### config.mk
export PLATFORM = sky130hd
export DESIGN_NAME = pc_gen
export DESIGN_NICKNAME = d
export VERILOG_FILES = /design/src/rtl/pc_gen_pkg.sv /design/src/rtl/pc_gen_btb.sv /design/src/rtl/pc_gen.sv
export SDC_FILE = /design/constraint.sdc
export NUM_CORES = 2
export LEC_CHECK = 0
export CORE_ASPECT_RATIO = 0.8
export CORE_MARGIN = 2
export CORE_UTILIZATION = 35
export DETAILED_ROUTE_END_ITERATION = 7
export PLACE_DENSITY = 0.53
export SKIP_LAST_GASP = 1
export SLEW_MARGIN = 0
export SYNTH_ARGS = -nofsm -noshare
export SYNTH_HDL_FRONTEND = slang
export SYNTH_SLANG_ARGS = --single-unit
### constraint.sdc
create_clock -name clk -period 5.8 [get_ports clk]
set_input_delay 0.58 -clock clk [delete_from_list [all_inputs] [get_ports clk]]
set_output_delay 0.58 -clock clk [all_outputs]
set_load 0.005 [all_outputs]
### src/rtl/pc_gen_pkg.sv
// Shared definitions for the next-PC generator and its branch target buffer.
// NPC op codes mirror the ctrl_encode_def.v encodings used by the decoder.
// Counter states and update kinds are typed so the BTB logic reads clearly.
package pc_gen_pkg;

    // NPC operation codes carried down the pipe with each instruction.
    localparam logic [4:0] NPC_PLUS4  = 5'b00000;
    localparam logic [4:0] NPC_BRANCH = 5'b00001;
    localparam logic [4:0] NPC_JUMP   = 5'b00010;
    localparam logic [4:0] NPC_JALR   = 5'b00100;

    // 2-bit saturating direction counter: bit 1 is the taken prediction.
    typedef enum logic [1:0] {
        CTR_SNT = 2'd0,   // strongly not taken
        CTR_WNT = 2'd1,   // weakly not taken
        CTR_WT  = 2'd2,   // weakly taken
        CTR_ST  = 2'd3    // strongly taken
    } ctr_t;

    // Value after reset, on allocation by a taken branch, and on jumps.
    localparam ctr_t CTR_RESET = CTR_SNT;
    localparam ctr_t CTR_ALLOC = CTR_WT;
    localparam ctr_t CTR_JUMP  = CTR_ST;

    // What a resolved instruction does to its BTB slot.
    typedef enum logic [1:0] {
        UPD_NONE  = 2'd0,  // leave the slot alone
        UPD_TRAIN = 2'd1,  // existing branch entry: move counter, maybe retarget
        UPD_ALLOC = 2'd2,  // (re)write valid, tag, target and counter
        UPD_INVAL = 2'd3   // non-control instruction aliased onto an entry
    } upd_kind_t;

    // Architectural taken outcome: jumps always, branches as resolved,
    // sequential and unknown ops never.
    function automatic logic op_taken(input logic [4:0] op, input logic br_taken);
        logic t;
        t = 1'b0;
        case (op)
            NPC_BRANCH:         t = br_taken;
            NPC_JUMP, NPC_JALR: t = 1'b1;
            default:            t = 1'b0;
        endcase
        return t;
    endfunction

    // Saturating step of the direction counter towards the observed outcome.
    function automatic ctr_t ctr_step(input ctr_t c, input logic up);
        ctr_t r;
        r = c;
        case (c)
            CTR_SNT: r = up ? CTR_WNT : CTR_SNT;
            CTR_WNT: r = up ? CTR_WT  : CTR_SNT;
            CTR_WT:  r = up ? CTR_ST  : CTR_WNT;
            CTR_ST:  r = up ? CTR_ST  : CTR_WT;
            default: r = c;
        endcase
        return r;
    endfunction

endpackage

### src/rtl/pc_gen_btb.sv
// Direct-mapped branch target buffer: valid/tag/target/counter per slot.
// Lookup is combinational from the registered table; updates land on the next edge.
// No backpressure: the owner gates wr_en (a stalled or invalid EX writes nothing).
module pc_gen_btb
    import pc_gen_pkg::*;
#(
    parameter int XLEN    = 32,
    parameter int ENTRIES = 16
) (
    input  logic            clk,
    input  logic            rstn,
    // read port: fetch-side lookup
    input  logic [XLEN-1:0] rd_pc,
    output logic            rd_taken,
    output logic [XLEN-1:0] rd_target,
    // write port: EX-side resolve/update
    input  logic            wr_en,
    input  logic [XLEN-1:0] wr_pc,
    input  logic [4:0]      wr_op,
    input  logic            wr_taken,
    input  logic [XLEN-1:0] wr_target
);

    localparam int IDX  = $clog2(ENTRIES);
    localparam int TAGW = XLEN - 2 - IDX;

    logic              vld_q [ENTRIES];
    ctr_t              ctr_q [ENTRIES];
    logic [TAGW-1:0]   tag_q [ENTRIES];
    logic [XLEN-1:0]   tgt_q [ENTRIES];

    logic [IDX-1:0]    rd_idx;
    logic [TAGW-1:0]   rd_tag;
    logic              rd_hit;
    logic [IDX-1:0]    wr_idx;
    logic [TAGW-1:0]   wr_tag;
    logic              wr_hit;
    upd_kind_t         upd_kind;
    ctr_t              nxt_ctr;

    // Instructions are word aligned, so the two LSBs never reach the table.
    logic              unused_lsb;
    assign unused_lsb = ^{rd_pc[1:0], wr_pc[1:0]};

    assign rd_idx = rd_pc[2 +: IDX];
    assign rd_tag = rd_pc[XLEN-1 -: TAGW];
    assign wr_idx = wr_pc[2 +: IDX];
    assign wr_tag = wr_pc[XLEN-1 -: TAGW];

    // Lookup: a hit needs a valid slot with a matching tag; predict on counter MSB.
    always_comb begin
        rd_hit    = vld_q[rd_idx] && (tag_q[rd_idx] == rd_tag);
        rd_taken  = rd_hit && ctr_q[rd_idx][1];
        rd_target = tgt_q[rd_idx];
    end

    // Classify the resolved instruction into an update kind and new counter value.
    always_comb begin
        upd_kind = UPD_NONE;
        nxt_ctr  = ctr_q[wr_idx];
        wr_hit   = vld_q[wr_idx] && (tag_q[wr_idx] == wr_tag);
        if (wr_en) begin
            case (wr_op)
                NPC_BRANCH: begin
                    if (wr_hit) begin
                        upd_kind = UPD_TRAIN;
                        nxt_ctr  = ctr_step(ctr_q[wr_idx], wr_taken);
                    end else if (wr_taken) begin
                        // Not-taken misses are not worth a slot: the default
                        // pc+4 prediction already covers them.
                        upd_kind = UPD_ALLOC;
                        nxt_ctr  = CTR_ALLOC;
                    end
                end
                NPC_JUMP, NPC_JALR: begin
                    upd_kind = UPD_ALLOC;
                    nxt_ctr  = CTR_JUMP;
                end
                NPC_PLUS4: begin
                    if (wr_hit) begin
                        upd_kind = UPD_INVAL;
                    end
                end
                default: upd_kind = UPD_NONE;
            endcase
        end
    end

    // Control state (valid + counter) is reset; a reset drops any pending update.
    always_ff @(posedge clk or negedge rstn) begin
        if (!rstn) begin
            for (int i = 0; i < ENTRIES; i++) begin
                vld_q[i] <= 1'b0;
                ctr_q[i] <= CTR_RESET;
            end
        end else begin
            case (upd_kind)
                UPD_TRAIN: ctr_q[wr_idx] <= nxt_ctr;
                UPD_ALLOC: begin
                    vld_q[wr_idx] <= 1'b1;
                    ctr_q[wr_idx] <= nxt_ctr;
                end
                UPD_INVAL: vld_q[wr_idx] <= 1'b0;
                default: ;
            endcase
        end
    end

    // Tag/target payload needs no reset: it is only observed behind a valid bit,
    // and a write slipping in during reset lands in a slot that stays invalid.
    always_ff @(posedge clk) begin
        if (upd_kind == UPD_ALLOC) begin
            tag_q[wr_idx] <= wr_tag;
            tgt_q[wr_idx] <= wr_target;
        end else if (upd_kind == UPD_TRAIN && wr_taken) begin
            tgt_q[wr_idx] <= wr_target;
        end
    end

endmodule

### src/rtl/pc_gen.sv
// Next-PC generator: fetch-PC register, BTB-based prediction, EX resolve and redirect.
// Redirect latency 1 cycle (mispredict in N gives pc=actual_next in N+1); flush is combinational.
// stall holds pc and blocks BTB training; a mispredict overrides stall for the pc only.
module pc_gen
    import pc_gen_pkg::*;
#(
    parameter int              XLEN        = 32,
    parameter logic [XLEN-1:0] RESET_PC    = '0,
    parameter int              BTB_ENTRIES = 16   // power of two, >= 2
) (
    input  logic            clk,
    input  logic            rstn,
    input  logic            stall,
    output logic [XLEN-1:0] pc,
    output logic            pred_taken,
    output logic [XLEN-1:0] pred_target,
    input  logic            ex_valid,
    input  logic [4:0]      ex_npc_op,
    input  logic [XLEN-1:0] ex_pc,
    input  logic            ex_taken,
    input  logic [XLEN-1:0] ex_target,
    input  logic            ex_pred_taken,
    input  logic [XLEN-1:0] ex_pred_target,
    output logic            flush,
    output logic [31:0]     mispred_cnt
);

    localparam logic [XLEN-1:0] FOUR = XLEN'(4);

    logic [XLEN-1:0] btb_target;
    logic            btb_taken;
    logic            ex_taken_act;
    logic [XLEN-1:0] actual_next;
    logic            mispredict;
    logic            btb_wr_en;
    logic [XLEN-1:0] pc_d;

    // The carried prediction is fully described by its target; the taken bit
    // travels for the benefit of other stages only.
    logic            unused_pred_taken;
    assign unused_pred_taken = ex_pred_taken;

    pc_gen_btb #(
        .XLEN    (XLEN),
        .ENTRIES (BTB_ENTRIES)
    ) u_btb (
        .clk       (clk),
        .rstn      (rstn),
        .rd_pc     (pc),
        .rd_taken  (btb_taken),
        .rd_target (btb_target),
        .wr_en     (btb_wr_en),
        .wr_pc     (ex_pc),
        .wr_op     (ex_npc_op),
        .wr_taken  (ex_taken_act),
        .wr_target (ex_target)
    );

    // Fetch-side prediction from the current pc.
    always_comb begin
        pred_taken  = btb_taken;
        pred_target = btb_taken ? btb_target : (pc + FOUR);
    end

    // Resolve the EX instruction against the prediction it carried.
    always_comb begin
        ex_taken_act = op_taken(ex_npc_op, ex_taken);
        actual_next  = ex_taken_act ? ex_target : (ex_pc + FOUR);
        mispredict   = ex_valid && (actual_next != ex_pred_target);
        flush        = mispredict;
        // Training waits out a stall so the EX instruction is seen exactly once.
        btb_wr_en    = ex_valid && !stall;
    end

    // Next-PC priority: redirect beats stall beats the prediction.
    always_comb begin
        pc_d = pred_target;
        if (mispredict) begin
            pc_d = actual_next;
        end else if (stall) begin
            pc_d = pc;
        end
    end

    // Architectural fetch-PC register.
    always_ff @(posedge clk or negedge rstn) begin
        if (!rstn) begin
            pc <= RESET_PC;
        end else begin
            pc <= pc_d;
        end
    end

    // Saturating mispredict counter for performance monitoring.
    always_ff @(posedge clk or negedge rstn) begin
        if (!rstn) begin
            mispred_cnt <= '0;
        end else if (mispredict && (mispred_cnt != 32'hFFFF_FFFF)) begin
            mispred_cnt <= mispred_cnt + 32'd1;
        end
    end

endmodule

==> flow_summary_export.csv <==
group,metric,value,unit
status,outcome,"completed",
sta,timing.slew.headroom,22.8,%
yosys,synthTopCellsByCount,"edfxtp_1, mux4_2, nor2_1",
sta,clock.fmax,174,MHz
detailed_routing,drtIter0Drc,3986,
cts,clock_latency,0.76,ns
pwr,ir_drop,0.265,mV
grt,grt_pass1_vias,29953,
detailed_routing,via_count,30725,
grt,grt_usage,24.2,%
grt,grt_overflow,0,
sta,rsz0062_at_grt,"true",
place,dp_hpwl,121000,µm
floorplan,initial_core_util,35.2,%
final_layout,syn_to_final_growth,21.9,%
yosys,synth_edf_count,928,
floorplan,ioPinCount,205,
cts,cts-buffers-inserted,108,
yosys,synth_flop_cell,"edfxtp_1",
yosys,syn_avg_cell_area,16.6,µm²
final_layout,drive_above_1_share,27.2,%
final_layout,fillers,12396,
setup_path,worstSetupStartpointType,"register",
cts,htreeDepth,3,
detailed_routing,avgRoutedWirePerCell,32.5,µm
final_layout,fin_area,59200,µm²
detailed_routing,viasPerCell,5.78,
setup_path,rrSetupSlack,0.83,ns
pwr,p_per_area,315,nW/µm²
sta,clock_skew,0.0524,ns
place,place.gp.congestion,0.978,
hold_path,hold_path_class,"reg -> reg",
yosys,yosysMostFrequentCell,"edfxtp_1",
yosys,ys_ff_latch,1040,
flow_run,cap_violations,0,
place,place_area,55200,µm²
floorplan,die_area,142000,µm²
setup_path,cp_max_fo,28,
cts,max-clock-path-buffers,3,
detailed_routing,drt_wl_total,173000,µm
floorplan,fp.dieW,420,µm
sta,finalHoldViolCount,0,
setup_path,r2r_cells,18,
sta,finalMaxSlewViolations,0,
pwr,finalPower,18.6,mW
setup_path,required,5.22,ns
cts,cts_sinks,1040,
setup_path,r2r-start,"u_btb.tag_q[15][21]$_DFFE_PP_",
setup_path,cp-end-kind,"primary output",
pwr,leakage,19.8,nW
grt,grt_pass1_wl,239000,µm
yosys,synth_area_leaders,"edfxtp_1, mux4_2, dfrtp_1",
cts,cts_tree,"yes",
sta,fin_crit_sh,98.9,%
grt,antenna_found_initial,8,
yosys,syn_nets,3043,
floorplan,die_y,337,µm
final_layout,final_core_util,42.9,%
floorplan,fp-row-count,122,
sta,period_minus_slack,5.73,ns
detailed_routing,antenna_left,0,
yosys,netlist_instances,2927,
yosys,synth_top_area_cell,"edfxtp_1",
yosys,synth_cell_types,87,
sta,tightest_slew,1.15,ns
hold_path,min_path_cells,1,
sta,setup_violations,0,
yosys,yosysSeqAreaShare,63.2,%
setup_path,path_class,"reg -> out",
yosys,ys_async_sr_fraction,10.8,%
detailed_routing,drt_pass1_iterations,6,
grt,grt_max_degree,131,
hold_path,hold_end,"mispred_cnt[27]$_DFFE_PN0P_",
floorplan,coreArea,138000,µm²
hold_path,hp-start,"mispred_cnt[27]$_DFFE_PN0P_",
cts,root_buffer,"clkbuf_16",
yosys,netlist.area_leader.share,57.4,%
place,io_buffers,203,
final_layout,nets,3469,
setup_path,cp_data_arrival_time,5.15,ns
setup_path,worstReg2RegEnd,"u_btb.tag_q[15][18]$_DFFE_PP_",
yosys,ys.warnings.count,0,
yosys,synth_area,48600,µm²
detailed_routing,remaining_drc_errors,0,
cts,path_clk_slew,0.06,ns
==> timing repair <==
| action | CTS | global route |
|---|---|---|
| pin swaps | 0 | 0 |
| endpoints found under the hold margin | 68 | 0 |
| setup buffers | 8 | 1 |
| resized for setup | 10 | 22 |
| endpoints found under the setup margin | 27 | 27 |
| gates cloned | 0 | 1 |
| hold buffers | 1 | 0 |
==> critical path: stages, from the launching register on <==
cell,delay (ns)
dfrtp_4,0.53
buf_4,0.31
mux4_2,0.57
nor2_2,0.25
nor4_1,0.15
or4_1,0.50
a2111oi_1,0.33
and4b_1,0.27
nand4b_1,0.16
buf_12,0.21
buf_12,0.17
a21oi_1,0.34
clkdlybuf4s50_1,0.58
==> state kept, by name (all words and copies together), names as in the netlist, named ones only <==
name / cells
pc: 32
u_btb.ctr_q: 32
u_btb.tag_q: 416
u_btb.tgt_q: 512
mispred_cnt: 32
==> worst max path at each step <==
stage	from	to	cells past startpoint
floorplan	ex_pc[2]	u_btb.tgt_q[11][0]$_DFFE_PP_	18
global placement	ex_pc[2]	u_btb.tgt_q[10][6]$_DFFE_PP_	20
detailed placement	ex_pc[2]	flush	15
CTS	pc[2]$_DFFE_PN0P_	pred_target[5]	14
global route	pc[2]$_DFFE_PN0P_	pred_target[5]	16
finish	pc[2]$_DFFE_PN0P_	pred_target[21]	12
==> per-layer routing <==
layer | track usage, % | wire length (µm) | part of all wire (%) | vias to the layer above
met1 | 34.9 | 74700 | 43 | 16213
li1 | - | - | - | 12793
met4 | 9.46 | 7420 | 4.3 | 4
met2 | 36.4 | 77200 | 45 | 1441
met5 | 0 | 22 | 0.013 | -
met3 | 4.35 | 13300 | 7.7 | 274
==> metrics by stage <==
stage                     setup TNS [ns]  instances  hold WS (ns)  setup slack [ns]
final                                  0       5313         0.492            0.0667
after global placement                 0       5092         0.479             0.187
after floorplan                        0       2927         0.284            0.0942
after CTS                              0       5306         0.492           0.00804
after detailed placement               0       5092         0.482             0.204
after global routing            -0.00521       5311         0.512          -0.00521
==> placed cells by master (no fill, tap or decap), types with 13 or more instances in the layout <==
cell | Yosys | layout
edfxtp_1 | 928 | 928
mux4_2 | 373 | 373
buf_4 | 19 | 230
clkdlybuf4s50_1 | 0 | 198
nor2_1 | 211 | 175
nand2_1 | 135 | 135
clkbuf_16 | 0 | 111
dfrtp_1 | 112 | 109
xnor2_1 | 96 | 96
mux2i_1 | 92 | 86
a21oi_1 | 76 | 73
xor2_1 | 67 | 67
buf_12 | 0 | 66
nand3_1 | 55 | 55
inv_1 | 49 | 49
and3_1 | 43 | 43
nor3_1 | 39 | 39
nand4_1 | 37 | 37
nor2_4 | 0 | 33
o21ai_0 | 32 | 31
nor4_1 | 27 | 26
a211oi_1 | 24 | 24
a211o_1 | 24 | 24
clkinv_2 | 0 | 23
o22ai_1 | 22 | 22
clkbuf_1 | 87 | 22
mux2_2 | 19 | 19
a41oi_1 | 18 | 18
a22oi_1 | 18 | 17
nand2b_1 | 17 | 17
clkinv_1 | 3 | 16
and2_1 | 16 | 15
o22a_1 | 15 | 15
a31oi_1 | 14 | 13
==> power by group <==
part           switching (mW)  leakage (nW)  internal [mW]
clock network            3.11          1.77           4.06
logic                    1.67          8.29           1.33
registers               0.190          9.77           8.25
total                    4.97          19.8           13.6
==> kinds of logic after synthesis <==
| group | count (synthesis) | share of synthesized area [%] |
|---|---|---|
| compound gates | 343 | 5.08 |
| xor+xnor | 165 | 3.03 |
| fa+ha+maj | 10 | 0.253 |
| buf+inv | 242 | 2.32 |
| flops | 1040 | 63.2 |
| mux | 486 | 19.7 |
| simple gates | 641 | 6.46 |
==> area by class of cell <==
cell class                 count  area, µm²  share of cell area, %
sequential                  1040      30700                   51.9
multi-input combinational   1645      17100                   29.0
timing repair buffer         504       5170                   8.74
clock buffer                 136       2890                   4.88
tap                         1860       2330                   3.93
clock inverter                69        749                   1.27
inverter                      54        206                  0.349
antenna                        5       12.5                 0.0211
No activity file was read; power rests on OpenSTA's default activity.
